<file path="config.mk">
export PLATFORM = sky130hd
export DESIGN_NAME = project_select_ctrl_flat
export DESIGN_NICKNAME = d
export VERILOG_FILES = /design/src/rtl/project_select_pkg.sv /design/src/rtl/project_select_if.sv /design/src/rtl/project_select_wb_regs.sv /design/src/rtl/project_select_ctrl.sv /design/src/flat_wrapper.sv
export SDC_FILE = /design/constraint.sdc
export NUM_CORES = 1
export LEC_CHECK = 0
export BUFFER_PORTS_ARGS = -buffer_cell sky130_fd_sc_hd__buf_2
export CAP_MARGIN = 10
export CORE_ASPECT_RATIO = 0.5
export CORE_MARGIN = 1.5
export CORE_UTILIZATION = 40
export DETAILED_ROUTE_END_ITERATION = 7
export HOLD_SLACK_MARGIN = 0.03
export PLACE_DENSITY = 0.88
export SLEW_MARGIN = 0
export SYNTH_ARGS = -nofsm -noshare
export SYNTH_HDL_FRONTEND = slang
export SYNTH_SLANG_ARGS = --single-unit
</file>
<file path="constraint.sdc">
create_clock -name wb_clk_i -period 2 [get_ports wb_clk_i]
set_clock_uncertainty 0.15 [all_clocks]
set_input_delay 0.1 -clock wb_clk_i [delete_from_list [all_inputs] [get_ports wb_clk_i]]
set_output_delay 0.1 -clock wb_clk_i [all_outputs]
set_load 0.01 [all_outputs]
</file>
<file path="src/rtl/project_select_pkg.sv">
// Shared types and register map for the project selection controller.
// Optional feature macro used by this block: PROJ_SEL_LOCK_EN.
package project_select_pkg;

    typedef enum logic [2:0] {
        ST_RUN   = 3'd0,
        ST_DRAIN = 3'd1,
        ST_GUARD = 3'd2,
        ST_PRST  = 3'd3
    } state_t;

    localparam logic [31:0] CTRL_OFS   = 32'h0000_0000;
    localparam logic [31:0] STATUS_OFS = 32'h0000_0004;

    localparam int unsigned SEL_W         = 5;
    localparam int unsigned CTRL_LOCK_BIT = 31;
    localparam int unsigned ST_STATE_LSB  = 8;
    localparam int unsigned ST_STATE_W    = 3;
    localparam int unsigned ST_BUSY_BIT   = 11;
    localparam int unsigned ST_DROP_BIT   = 12;
    localparam int unsigned ST_LOCK_BIT   = 13;

    function automatic int unsigned max_u(input int unsigned a, input int unsigned b);
        return (a > b) ? a : b;
    endfunction

endpackage

</file>
<file path="src/rtl/project_select_if.sv">
// Wishbone slave bus bundle for the project selection controller.
interface project_select_if;

    logic        wb_stb_i;
    logic        wb_cyc_i;
    logic        wbs_we_i;
    logic [3:0]  wbs_sel_i;
    logic [31:0] wbs_dat_i;
    logic [31:0] wbs_addr_i;
    logic        wbs_ack_o;
    logic [31:0] wbs_dat_o;

    modport master (
        output wb_stb_i, wb_cyc_i, wbs_we_i, wbs_sel_i, wbs_dat_i, wbs_addr_i,
        input  wbs_ack_o, wbs_dat_o
    );

    modport slave (
        input  wb_stb_i, wb_cyc_i, wbs_we_i, wbs_sel_i, wbs_dat_i, wbs_addr_i,
        output wbs_ack_o, wbs_dat_o
    );

endinterface

</file>
<file path="src/rtl/project_select_wb_regs.sv">
// Address decode, single-cycle ack and CTRL/STATUS register file.
// Lock request is always decoded; the top decides whether it has any effect.
module project_select_wb_regs
    import project_select_pkg::*;
#(
    parameter logic [31:0] BASE_ADDR = 32'h3000_0000,
    parameter logic [4:0]  RESET_SEL = 5'd0
) (
    input  logic             wb_clk_i,
    input  logic             wb_rst_i,
    project_select_if.slave  bus,
    input  logic [SEL_W-1:0] cur_sel,
    input  state_t           state,
    input  logic             busy,
    input  logic             dropped,
    input  logic             locked,
    output logic             ctrl_wr,
    output logic [SEL_W-1:0] ctrl_sel,
    output logic             lock_req
);

    localparam logic [31:0] CTRL_ADDR   = BASE_ADDR + CTRL_OFS;
    localparam logic [31:0] STATUS_ADDR = BASE_ADDR + STATUS_OFS;

    logic             hit_ctrl;
    logic             hit_status;
    logic             req;
    logic [SEL_W-1:0] pend_sel;
    logic [31:0]      status_word;
    logic [31:0]      rd_data;
    logic             unused_bits;

    assign hit_ctrl   = (bus.wbs_addr_i[31:2] == CTRL_ADDR[31:2]);
    assign hit_status = (bus.wbs_addr_i[31:2] == STATUS_ADDR[31:2]);
    assign req        = bus.wb_cyc_i & bus.wb_stb_i & (hit_ctrl | hit_status) & ~bus.wbs_ack_o;

    assign ctrl_wr  = req & bus.wbs_we_i & hit_ctrl & bus.wbs_sel_i[0];
    assign ctrl_sel = bus.wbs_dat_i[SEL_W-1:0];
    assign lock_req = req & bus.wbs_we_i & hit_ctrl & bus.wbs_sel_i[3] & bus.wbs_dat_i[CTRL_LOCK_BIT];

    assign unused_bits = ^{bus.wbs_dat_i[30:5], bus.wbs_addr_i[1:0], bus.wbs_sel_i[2:1]};

    // Assemble the STATUS word from live controller state
    always_comb begin
        status_word                              = '0;
        status_word[SEL_W-1:0]                   = cur_sel;
        status_word[ST_STATE_LSB +: ST_STATE_W]  = state;
        status_word[ST_BUSY_BIT]                 = busy;
        status_word[ST_DROP_BIT]                 = dropped;
        status_word[ST_LOCK_BIT]                 = locked;
        rd_data = hit_ctrl ? {{(32-SEL_W){1'b0}}, pend_sel} : status_word;
    end

    // Ack one cycle after each request; read data only present with ack
    always_ff @(posedge wb_clk_i) begin
        if (wb_rst_i) begin
            bus.wbs_ack_o <= 1'b0;
            bus.wbs_dat_o <= '0;
        end else begin
            bus.wbs_ack_o <= req;
            bus.wbs_dat_o <= (req && !bus.wbs_we_i) ? rd_data : '0;
        end
    end

    // Last written selection, kept even when the switch request is dropped
    always_ff @(posedge wb_clk_i) begin
        if (wb_rst_i) begin
            pend_sel <= RESET_SEL;
        end else if (ctrl_wr) begin
            pend_sel <= ctrl_sel;
        end
    end

endmodule

</file>
<file path="src/rtl/project_select_ctrl.sv">
// Selects which wrapped user project owns the shared Caravel resources and
// sequences switchover: deactivate -> drain WB -> guard gap -> reset -> run.
// Optional feature: PROJ_SEL_LOCK_EN (one-way lock of the current selection).
module project_select_ctrl
    import project_select_pkg::*;
#(
    parameter int unsigned NUM_PROJECTS = 8,
    parameter logic [31:0] BASE_ADDR    = 32'h3000_0000,
    parameter int unsigned DEFAULT_SEL  = 0,
    parameter int unsigned GUARD_CYCLES = 4,
    parameter int unsigned RESET_CYCLES = 8
) (
    input  logic                    wb_clk_i,
    input  logic                    wb_rst_i,
    project_select_if.slave         bus,
    output logic [NUM_PROJECTS-1:0] active_o,
    output logic [NUM_PROJECTS-1:0] proj_rst_o,
    output logic                    busy_o
);

    localparam int unsigned CNT_W   = $clog2(max_u(GUARD_CYCLES, RESET_CYCLES) + 1);
    localparam logic [CNT_W-1:0] GUARD_LAST = CNT_W'(GUARD_CYCLES - 1);
    localparam logic [CNT_W-1:0] RESET_LAST = CNT_W'(RESET_CYCLES - 1);
    // Out-of-range defaults collapse to 31, which selects nothing for <32 projects
    localparam logic [SEL_W-1:0] DEF_SEL = (DEFAULT_SEL > 31) ? 5'd31 : 5'(DEFAULT_SEL);

    state_t                  state;
    state_t                  state_n;
    logic [CNT_W-1:0]        cnt;
    logic [CNT_W-1:0]        cnt_n;
    logic [SEL_W-1:0]        cur_sel;
    logic                    dropped;
    logic                    locked;
    logic                    ctrl_wr;
    logic [SEL_W-1:0]        ctrl_sel;
    logic                    lock_req;
    logic                    accept;
    logic [NUM_PROJECTS-1:0] sel_onehot;

    project_select_wb_regs #(
        .BASE_ADDR (BASE_ADDR),
        .RESET_SEL (DEF_SEL)
    ) u_regs (
        .wb_clk_i (wb_clk_i),
        .wb_rst_i (wb_rst_i),
        .bus      (bus),
        .cur_sel  (cur_sel),
        .state    (state),
        .busy     (busy_o),
        .dropped  (dropped),
        .locked   (locked),
        .ctrl_wr  (ctrl_wr),
        .ctrl_sel (ctrl_sel),
        .lock_req (lock_req)
    );

    assign accept = ctrl_wr && (state == ST_RUN) && !locked;
    assign busy_o = (state != ST_RUN);

    // State and phase counter register; reset lands in GUARD so the
    // default project comes up through the normal timed sequence
    always_ff @(posedge wb_clk_i) begin
        if (wb_rst_i) begin
            state <= ST_GUARD;
            cnt   <= '0;
        end else begin
            state <= state_n;
            cnt   <= cnt_n;
        end
    end

    // Next-state and counter sequencing
    always_comb begin
        state_n = state;
        cnt_n   = cnt;
        case (state)
            ST_RUN: begin
                if (accept) begin
                    state_n = ST_DRAIN;
                end
            end
            ST_DRAIN: begin
                cnt_n = '0;
                if (!bus.wb_cyc_i) begin
                    state_n = ST_GUARD;
                end
            end
            ST_GUARD: begin
                if (cnt == GUARD_LAST) begin
                    state_n = ST_PRST;
                    cnt_n   = '0;
                end else begin
                    cnt_n = cnt + 1'b1;
                end
            end
            ST_PRST: begin
                if (cnt == RESET_LAST) begin
                    state_n = ST_RUN;
                    cnt_n   = '0;
                end else begin
                    cnt_n = cnt + 1'b1;
                end
            end
            default: begin
                state_n = ST_GUARD;
                cnt_n   = '0;
            end
        endcase
    end

    // One-hot decode of the current selection (zero when out of range)
    always_comb begin
        sel_onehot = '0;
        for (int unsigned i = 0; i < NUM_PROJECTS; i++) begin
            sel_onehot[i] = (cur_sel == 5'(i));
        end
    end

    // Active lines and project resets per phase
    always_comb begin
        active_o   = '0;
        proj_rst_o = '1;
        case (state)
            ST_RUN: begin
                active_o   = sel_onehot;
                proj_rst_o = ~sel_onehot;
            end
            ST_PRST: begin
                active_o   = sel_onehot;
            end
            default: begin
                active_o   = '0;
                proj_rst_o = '1;
            end
        endcase
    end

    // Selection capture and sticky dropped-request flag
    always_ff @(posedge wb_clk_i) begin
        if (wb_rst_i) begin
            cur_sel <= DEF_SEL;
            dropped <= 1'b0;
        end else if (accept) begin
            cur_sel <= ctrl_sel;
            dropped <= 1'b0;
        end else if (ctrl_wr) begin
            dropped <= 1'b1;
        end
    end

`ifdef PROJ_SEL_LOCK_EN
    // Lock is one-way; only wb_rst_i clears it
    always_ff @(posedge wb_clk_i) begin
        if (wb_rst_i) begin
            locked <= 1'b0;
        end else if (lock_req) begin
            locked <= 1'b1;
        end
    end
`else
    logic unused_lock_req;
    assign unused_lock_req = lock_req;
    assign locked          = 1'b0;
`endif

endmodule

</file>
<file path="src/flat_wrapper.sv">
// flat-port wrapper written by rule: the top's interface ports become plain ports
module project_select_ctrl_flat import project_select_pkg::*;
#(
    parameter int unsigned NUM_PROJECTS = 8,
    parameter logic [31:0] BASE_ADDR    = 32'h3000_0000,
    parameter int unsigned DEFAULT_SEL  = 0,
    parameter int unsigned GUARD_CYCLES = 4,
    parameter int unsigned RESET_CYCLES = 8
)
  (wb_clk_i, wb_rst_i, active_o, proj_rst_o, busy_o, bus_wb_stb_i, bus_wb_cyc_i, bus_wbs_we_i, bus_wbs_sel_i, bus_wbs_dat_i, bus_wbs_addr_i, bus_wbs_ack_o, bus_wbs_dat_o);
  project_select_if bus_i ();
  input  logic wb_clk_i;
  input  logic wb_rst_i;
  output logic [NUM_PROJECTS-1:0] active_o;
  output logic [NUM_PROJECTS-1:0] proj_rst_o;
  output logic busy_o;
  input wire logic [$bits(bus_i.wb_stb_i)-1:0] bus_wb_stb_i;
  input wire logic [$bits(bus_i.wb_cyc_i)-1:0] bus_wb_cyc_i;
  input wire logic [$bits(bus_i.wbs_we_i)-1:0] bus_wbs_we_i;
  input wire logic [$bits(bus_i.wbs_sel_i)-1:0] bus_wbs_sel_i;
  input wire logic [$bits(bus_i.wbs_dat_i)-1:0] bus_wbs_dat_i;
  input wire logic [$bits(bus_i.wbs_addr_i)-1:0] bus_wbs_addr_i;
  output wire logic [$bits(bus_i.wbs_ack_o)-1:0] bus_wbs_ack_o;
  output wire logic [$bits(bus_i.wbs_dat_o)-1:0] bus_wbs_dat_o;
  assign bus_i.wb_stb_i = bus_wb_stb_i;
  assign bus_i.wb_cyc_i = bus_wb_cyc_i;
  assign bus_i.wbs_we_i = bus_wbs_we_i;
  assign bus_i.wbs_sel_i = bus_wbs_sel_i;
  assign bus_i.wbs_dat_i = bus_wbs_dat_i;
  assign bus_i.wbs_addr_i = bus_wbs_addr_i;
  assign bus_wbs_ack_o = bus_i.wbs_ack_o;
  assign bus_wbs_dat_o = bus_i.wbs_dat_o;
  project_select_ctrl #(.NUM_PROJECTS(NUM_PROJECTS), .BASE_ADDR(BASE_ADDR), .DEFAULT_SEL(DEFAULT_SEL), .GUARD_CYCLES(GUARD_CYCLES), .RESET_CYCLES(RESET_CYCLES)) u_core (.wb_clk_i(wb_clk_i), .wb_rst_i(wb_rst_i), .bus(bus_i), .active_o(active_o), .proj_rst_o(proj_rst_o), .busy_o(busy_o));
endmodule
</file>
* Word level (Yosys, flattened, before mapping)
Cells that the tools add are included.
Word-level totals: logic and storage cells 59, flip-flop bits (word level) 51
Operators by class: equal/unequal tests 18, add/sub/neg operators 1, reductions and logical operators 11, bitwise gates (word level) 10, multiplexer cells 11
Operators by type and width (number):
- $eq A30 B28 Y1 const B | 2
- $eq A5 B3 Y1 const B | 4
- $mux W8 | 2
- $mux W3 | 4
- $pmux W3 S4 | 1
- $pmux W4 S3 | 1
- $eq A5 B2 Y1 const B | 2
- $mux W4 | 2
- $not A8 Y8 | 1
- $and A1 B1 Y1 | 6
- $eq A3 B2 Y1 const B | 2
- $ne A2 B1 Y1 const B | 3
- $reduce_or A2 Y1 | 3
- $eq A5 B1 Y1 const B | 1
- $logic_not A5 Y1 | 1
- $mux W5 | 1
- $add A4 B1 Y4 const B | 1
- $eq A4 B2 Y1 const B | 1
- $eq A4 B3 Y1 const B | 1
- $reduce_and A4 Y1 | 1
- $eq A3 B1 Y1 const B | 1
- $logic_not A3 Y1 | 1
- $reduce_bool A3 Y1 | 1
- $reduce_or A3 Y1 | 1
- other kinds (5) | 7

* Longest topological paths before layout
Gate-level depths: netlist (run 1).
depth after elaboration 10, depth in mapped cells 7, gate-level depth less buffers 7

* Hierarchy
Synthesis (run 1) repeated with hierarchy kept, for this count alone.
Unflattened totals: cells, all modules 204, area total of the unflattened synthesis 1702.9 sq um
Modules (own cells, without submodules):
- project_select_wb_regs | area an instance 940.9 sq um, cells an instance 100, instances 1
- project_select_ctrl | area an instance 762.0 sq um, cells an instance 104, instances 1

* Worst setup path before layout (run 1)
OpenSTA, ideal clock, no wires.
path type flip-flop to flip-flop, start point register u_core.state[0], end point register u_core.cur_sel[0], arrival 1.499 ns, slack 0.223 ns, stages on the path, launching flop included 7, data required time 1.722 ns, library setup time 0.128 ns, path buffers 0, cell sequence dfxtp_1 -> inv_1 -> ha_1 -> inv_1 -> nor4b_4 -> mux2i_1 -> nor2_1
Between the ends: word-level cells in the longest chain between the ends 2
Ends and longest elaborated chain:
- start, declared | RTL line project_select_ctrl.sv:27 | state_t state;
- start signal, assigned | RTL line project_select_ctrl.sv:67 | state <= state_n;
- $logic_not A3 Y1 | RTL line project_select_ctrl.sv:57 | assign accept = ctrl_wr && (state == ST_RUN) && !locked;
- $logic_and A1 B1 Y1 | RTL line project_select_ctrl.sv:57
- end signal, assigned | RTL line project_select_ctrl.sv:144 | cur_sel <= ctrl_sel;
- end, declared | RTL line project_select_ctrl.sv:31 | logic [SEL_W-1:0] cur_sel;
Every way passes these cells. A chain may end at the register's enable or synchronous reset.

* Final worst setup path (run 1)
start point register u_core.state[0], end point register u_core.cnt[3]
Between the ends: word-level cells in the longest chain between the ends 2, elaborated cells on any way between the ends 4, those cells by class 2 x eq/ne; 1 x mux; 1 x reduce/logical
Ends and longest elaborated chain:
- $eq A3 B2 Y1 / $logic_not A3 Y1 (equally long branches) | RTL line project_select_ctrl.sv:76 | case (state)
- $pmux W4 S3 | RTL line project_select_ctrl.sv:76
- end signal, assigned | RTL line project_select_ctrl.sv:68 | cnt <= cnt_n;
- end, declared | RTL line project_select_ctrl.sv:29 | logic [CNT_W-1:0] cnt;
Parallel ways exist; a longest one is shown, timed or not.

==> results of run 1 <==
==> layout make-up <==
cell class | count | area, µm² | share of cell area
multi-input cells | 143 | 947.2 | 0.4580
flip-flops and latches | 27 | 541.8 | 0.2619
repair buffers | 79 | 442.9 | 0.2142
well taps | 54 | 67.56 | 0.03267
clock buffers | 3 | 41.29 | 0.01996
inverters | 5 | 18.77 | 0.009074
clock inverters | 1 | 8.758 | 0.004235
==> worst max-delay path: stages, from the launching register on <==
cell	delay [ps]
dfxtp_1	350
inv_1	110
ha_1	220
mux2i_1	100
a31o_2	290
or4_1	470
a21oi_1	140
==> cell usage after synthesis, drive strengths merged, types with 2 or more instances <==
cell type / n / area, µm²
nor3: 8 / 40.04
nand2: 8 / 30.03
nand3b: 2 / 15.01
o21ai: 2 / 10.01
a21oi: 4 / 20.02
ha: 5 / 62.56
mux2i: 19 / 190.2
nand2b: 4 / 25.02
buf: 24 / 176.4
dfxtp: 27 / 540.5
nand4: 3 / 40.04
clkbuf: 3 / 11.26
nor2: 37 / 138.9
inv: 5 / 18.77
or2: 4 / 25.02
or4: 2 / 15.01
nand3: 5 / 25.02
nor4: 8 / 128.9
==> final timing paths <==
path                                                   endpoint  slack (ps)  cells past startpoint
worst max register to register                    u_core.cnt[3]         110                      6
worst max-delay path                              u_core.cnt[3]         110                      6
worst min-delay path                            u_core.state[1]          30                      4
worst min register to register  u_core.u_regs.bus.wbs_dat_o[12]         290                      2
==> cells by family (layout without fill, tap and decap cells) <==
kind of cell | after synthesis | count (layout) | share of synthesized area
AO/OA/AOI/OAI | 10 | 10 | 0.04206
adder cells (fa/ha/maj) | 5 | 5 | 0.03894
buffers and inverters | 32 | 88 | 0.1285
flip-flops | 27 | 27 | 0.3364
multiplexers | 19 | 19 | 0.1184
other | 1 | 23 | 0.002334
AND/OR/NAND/NOR | 86 | 86 | 0.3333
==> flip-flops by register name, indices dropped and copies added, names as in the netlist <==
name / count
u_core.u_regs.pend_sel: 5
u_core.dropped: 1
u_core.cur_sel: 5
u_core.cnt: 4
u_core.state: 2
u_core.u_regs.bus.wbs_dat_o: 9
u_core.u_regs.bus.wbs_ack_o: 1
==> repair_timing <==
item / CTS / global route
endpoints found under the hold margin: 12 / 0
endpoints found under the setup margin: 0 / 10
resized for setup: 0 / 3
hold buffers: 7 / 0
setup buffers: 0 / 1
==> where the power goes <==
| part | switching, mW | internal, mW | total, mW |
|---|---|---|---|
| sequential | 0.0266 | 0.566 | 0.593 |
| clock | 0.177 | 0.146 | 0.324 |
| combinational | 0.211 | 0.167 | 0.377 |
==> through the flow <==
stage                     hold WS [ps]  instances  cell area, µm²
after global placement           200.2        300            1934
after global routing             43.44        312            2068
after floorplan                  97.16        202            1689
after detailed placement         213.5        300            1934
final                            31.80        312            2068
after CTS                        32.81        311            2054
==> routing by layer <==
layer  wire length, µm  part of all wire  vias up
met5                 0                 0        -
met2              1952              0.54       45
met1              1398              0.39      684
li1                  -                 -      726
met3               213             0.059        4
met4                39             0.011        0
==> impl_metrics.ini, run 1 <==
[clock_tree]
cts_root_buf = clkbuf_8
path_clk_slew_ps = 90
clock_sinks = 27
insertion_delay_ps = 280
cts_tree = built
h-tree-depth = 1
ctsLongestPathBuffers = 2
cts_buffers = 3

[critical_path]
r2r-start = u_core.state[0]
arrival_ps = 1950
critical_path_required_ps = 2060
worstSetupStartpoint = u_core.state[0]
cp-end-kind = register
cp_max_fo = 4
start_kind = register
crit_type = reg2reg

[grt]
met1_usage = 0.1675
antenna_found_initial = 0
grt_pass1_vias = 1272
grt_use_met2 = 0.3456
grt_pass1_wl_um = 5485
grt_max_degree = 21
track_usage = 0.1615
grt-busiest-layer = met2
grt_overflow = 0
grt_util_met3 = 0.02381

[routing]
wl_per_cell_um = 11.55
drc = 0
dr.pass1.iters = 4
vias = 1459
wirelength_um = 3604
ant_nets = 0
viasPerCell = 4.676
drt_iter0_drc = 20

[timing]
rsz0062_at_grt = false
finalCritPeriodShare = 0.9444
min_period_ps = 1889
slew_viol_final = 0
setup_viol_count_final = 0
setup_tns_ps = 0
setup_slack_ps = 111.1
fmax_mhz = 529.4
hold_violations = 0

[power_and_ir_drop]
p_per_area_nw_per_um2 = 625.6
finalPower_mw = 1.294
p_leak_nw = 0.9276
peakVddDrop_uv = 286.5

[outcome]
run_status = completed

[synthesis]
yosys_warnings = 0
post_synth_num_cell_types = 33
syn-cell-area_um2 = 1607
ys_ff_latch = 27
syn-instance-count = 180
avgSynthCellArea_um2 = 8.925
synthArstFlopShare = 0
synth_ff_type = dfxtp_1
seq_area_frac_synth = 0.3364
synth_edf_count = 0

[floorplanning]
die_h_um = 47.82
num_io_pins = 123
die_width_um = 92.63
fp.coreArea_um2 = 3884
dieArea_um2 = 4429
start_util = 0.4137
placementRows = 16

[layout]
area_growth_pct = 28.74
fillers = 342
drive_gt1_frac = 0.3682
final_common_cell = buf_2
mostFrequentLayoutCells = 67 x buf_2, 36 x nor2_1, 26 x dfxtp_1, 23 x conb_1, 19 x mux2i_1
diodes = 0
nets = 337
fin_util = 0.5325

[run]
maxCapViolCount = 0

[worst_hold_path]
hp-class = in2reg
min_from = bus_wb_cyc_i

[placement]
post-dp-hpwl_um = 2865
gp_congestion = 0.7747
io_buffer_count = 67
preCtsSetupSlack_ps = 93.62
Power figures use the tool's default switching activity.
==> inputs of run 2 (changes only) <==
ABC_AREA = 1   (was default)
PLACE_DENSITY = default   (was 0.88)
PLACE_DENSITY_LB_ADDON = 0.08   (was default)
SLEW_MARGIN = default   (was 0)
==> impl_metrics.ini, run 2 <==
[power_and_ir_drop]
p_comb_frac = 0.322
p_per_area_nw_per_um2 = 593.5
pwr-share-clk = 0.234
swShare = 0.3504
p_int_uw = 875.0
p_leak_nw = 1.179
peakVddDrop_uv = 284.9
p_switching_uw = 472.1
seqPwrFrac = 0.445

[synthesis]
seq_area_frac_synth = 0.2911
syn-cell-area_um2 = 1857
avgSynthCellArea_um2 = 6.727
post_synth_num_cell_types = 34
synthArstFlopShare = 0
synth.area.top_cells = dfxtp_1 29%, nand2_1 10%, buf_4 9.7%
yosys_warnings = 0
yosysMostFrequentCell = nand2_1
synth_ff_type = dfxtp_1
ys_top_cells_by_count = 50 x nand2_1, 47 x nor2_1, 32 x inv_1
ys_ff_latch = 27
yosysTopAreaCellShare = 0.2911
synth.largest_area_cell = dfxtp_1
syn-instance-count = 276
synth_edf_count = 0

[grt]
grt_use_met2 = 0.2979
grt_max_degree = 17
track_usage = 0.1590
grt_pass1_vias = 1610
grt_overflow = 0
met1_usage = 0.1938
antenna_found_initial = 0
grt_pass1_wl_um = 6541
grt_util_met3 = 0.02462
grt-busiest-layer = met2

[floorplanning]
dieArea_um2 = 5084
num_io_pins = 123
start_util = 0.4197
die_width_um = 99.36
fp.coreArea_um2 = 4424
placementRows = 17
die_h_um = 51.18

[timing]
setup_viol_count_final = 0
setup_tns_ps = 0
holdWs_ps = 119.3
fmax_mhz = 561.1
rsz0062_at_grt = false
hold_violations = 0
min_period_ps = 1782
slew_viol_final = 0
setup_slack_ps = 217.7
finalCritPeriodShare = 0.8912

[placement]
placed_cell_area_um2 = 2151
io_buffer_count = 67
preCtsSetupSlack_ps = 249.5
post-dp-hpwl_um = 3136
gp_congestion = 0.8125

[clock_tree]
path_clk_slew_ps = 90
clock_sinks = 27
h-tree-depth = 1
cts_root_buf = clkbuf_8
cts_buffers = 3
ctsLongestPathBuffers = 2
cts_setup_buffers = 0
insertion_delay_ps = 270
cts_tree = built

[critical_path]
r2r-start = u_core.state[0]
arrival_ps = 1780
cp_max_fo = 4
cp_slowest_stage_delay_ps = 390
cpMaxStageDelayCell = dfxtp_1
crit_family = compound AO/OA/AOI/OAI gates
cp-end-kind = register
start_kind = register
worstSetupStartpoint = u_core.state[0]
path_buf_inv = 1
critical_path_required_ps = 1990
crit_path_frequent_cell = nand2_1
cp_cell_sequence = inv_1 > ha_1 > o21ai_1 > o21ai_0 > a21oi_1 > nand2_1 > nand2_1 > nand3_1
crit_type = reg2reg

[routing]
dr.pass1.iters = 4
viasPerCell = 4.392
wl_per_cell_um = 9.544
vias = 1783
drc = 0
wirelength_um = 3875
ant_nets = 0
drt_iter0_drc = 64

[layout]
mostFrequentLayoutCells = 67 x buf_2, 50 x nand2_1, 47 x nor2_1, 32 x inv_1, 27 x dfxtp_1
regMostFlops = u_core.u_regs.bus.wbs_dat_o
nets = 428
area_growth_pct = 22.24
diodes = 0
final_area_um2 = 2270
drive_gt1_frac = 0.3095
final_common_cell = buf_2
fin_util = 0.5130
reg.largest.list = u_core.u_regs.bus.wbs_dat_o: 9 flops, u_core.cur_sel: 5 flops, u_core.u_regs.pend_sel: 5 flops
largest_register_ffs = 9

[worst_hold_path]
min_from = bus_wb_cyc_i
hp-class = in2reg

[outcome]
run_status = completed

[run]
maxCapViolCount = 0
run 2: final timing paths:
kind	cells past startpoint	endpoint	slack (ps)
worst min-delay path	5	u_core.state[1]	120
worst max register to register	8	u_core.state[1]	220
worst min register to register	2	u_core.u_regs.bus.wbs_dat_o[12]	300
worst max-delay path	8	u_core.state[1]	220
run 2: cell type report:
type | instances | area (µm²)
repair buffers | 76 | 420.4
clock inverters | 1 | 7.507
inverters | 41 | 153.9
well taps | 57 | 71.32
flip-flops and latches | 27 | 540.5
multi-input cells | 201 | 1035
fillers | 464 | 2155
clock buffers | 3 | 41.29
run 2: power by group through the flow:
stage                     Combinational [mW]  Clock [mW]  Sequential, mW
after floorplan                        0.332           0           0.605
after global placement                 0.413           0           0.610
after detailed placement               0.422           0           0.612
after CTS                              0.439       0.330           0.599
after global routing                   0.502       0.345           0.603
final                                  0.433       0.315           0.599
run 2: through the flow:
stage               std cells  power [mW]
floorplan                 298      0.9370
global placement          395       1.023
detailed placement        395       1.035
CTS                       406       1.368
global route              406       1.450
finish                    406       1.347
run 2: layer usage:
layer	part of all wire	routed length (µm)
met5	0	0
met2	0.45	1735
met1	0.48	1845
met4	0.0088	34
met3	0.067	260
run 2: cells by family (layout without fill, tap and decap cells):
group,count (synthesis),after routing,share of synthesized area
XOR/XNOR,1,1,0.004718
AND/OR/NAND/NOR,150,150,0.4050
flip-flops,27,27,0.2911
other,1,23,0.002020
adder cells (fa/ha/maj),5,5,0.03369
buffers and inverters,70,121,0.1961
AO/OA/AOI/OAI,22,22,0.06738
run 2: repair_timing:
item                                   4_1_cts  5_1_grt
setup endpoints to repair                    0        0
resized for setup                            0        0
hold buffers                                 7        0
endpoints found under the hold margin       20        0
run 2: worst min-delay path, cell delays in order:
cell	delay, ps
buf_2	110
a21oi_1	110
nand2_1	80
nand2_1	50
nand3_1	60
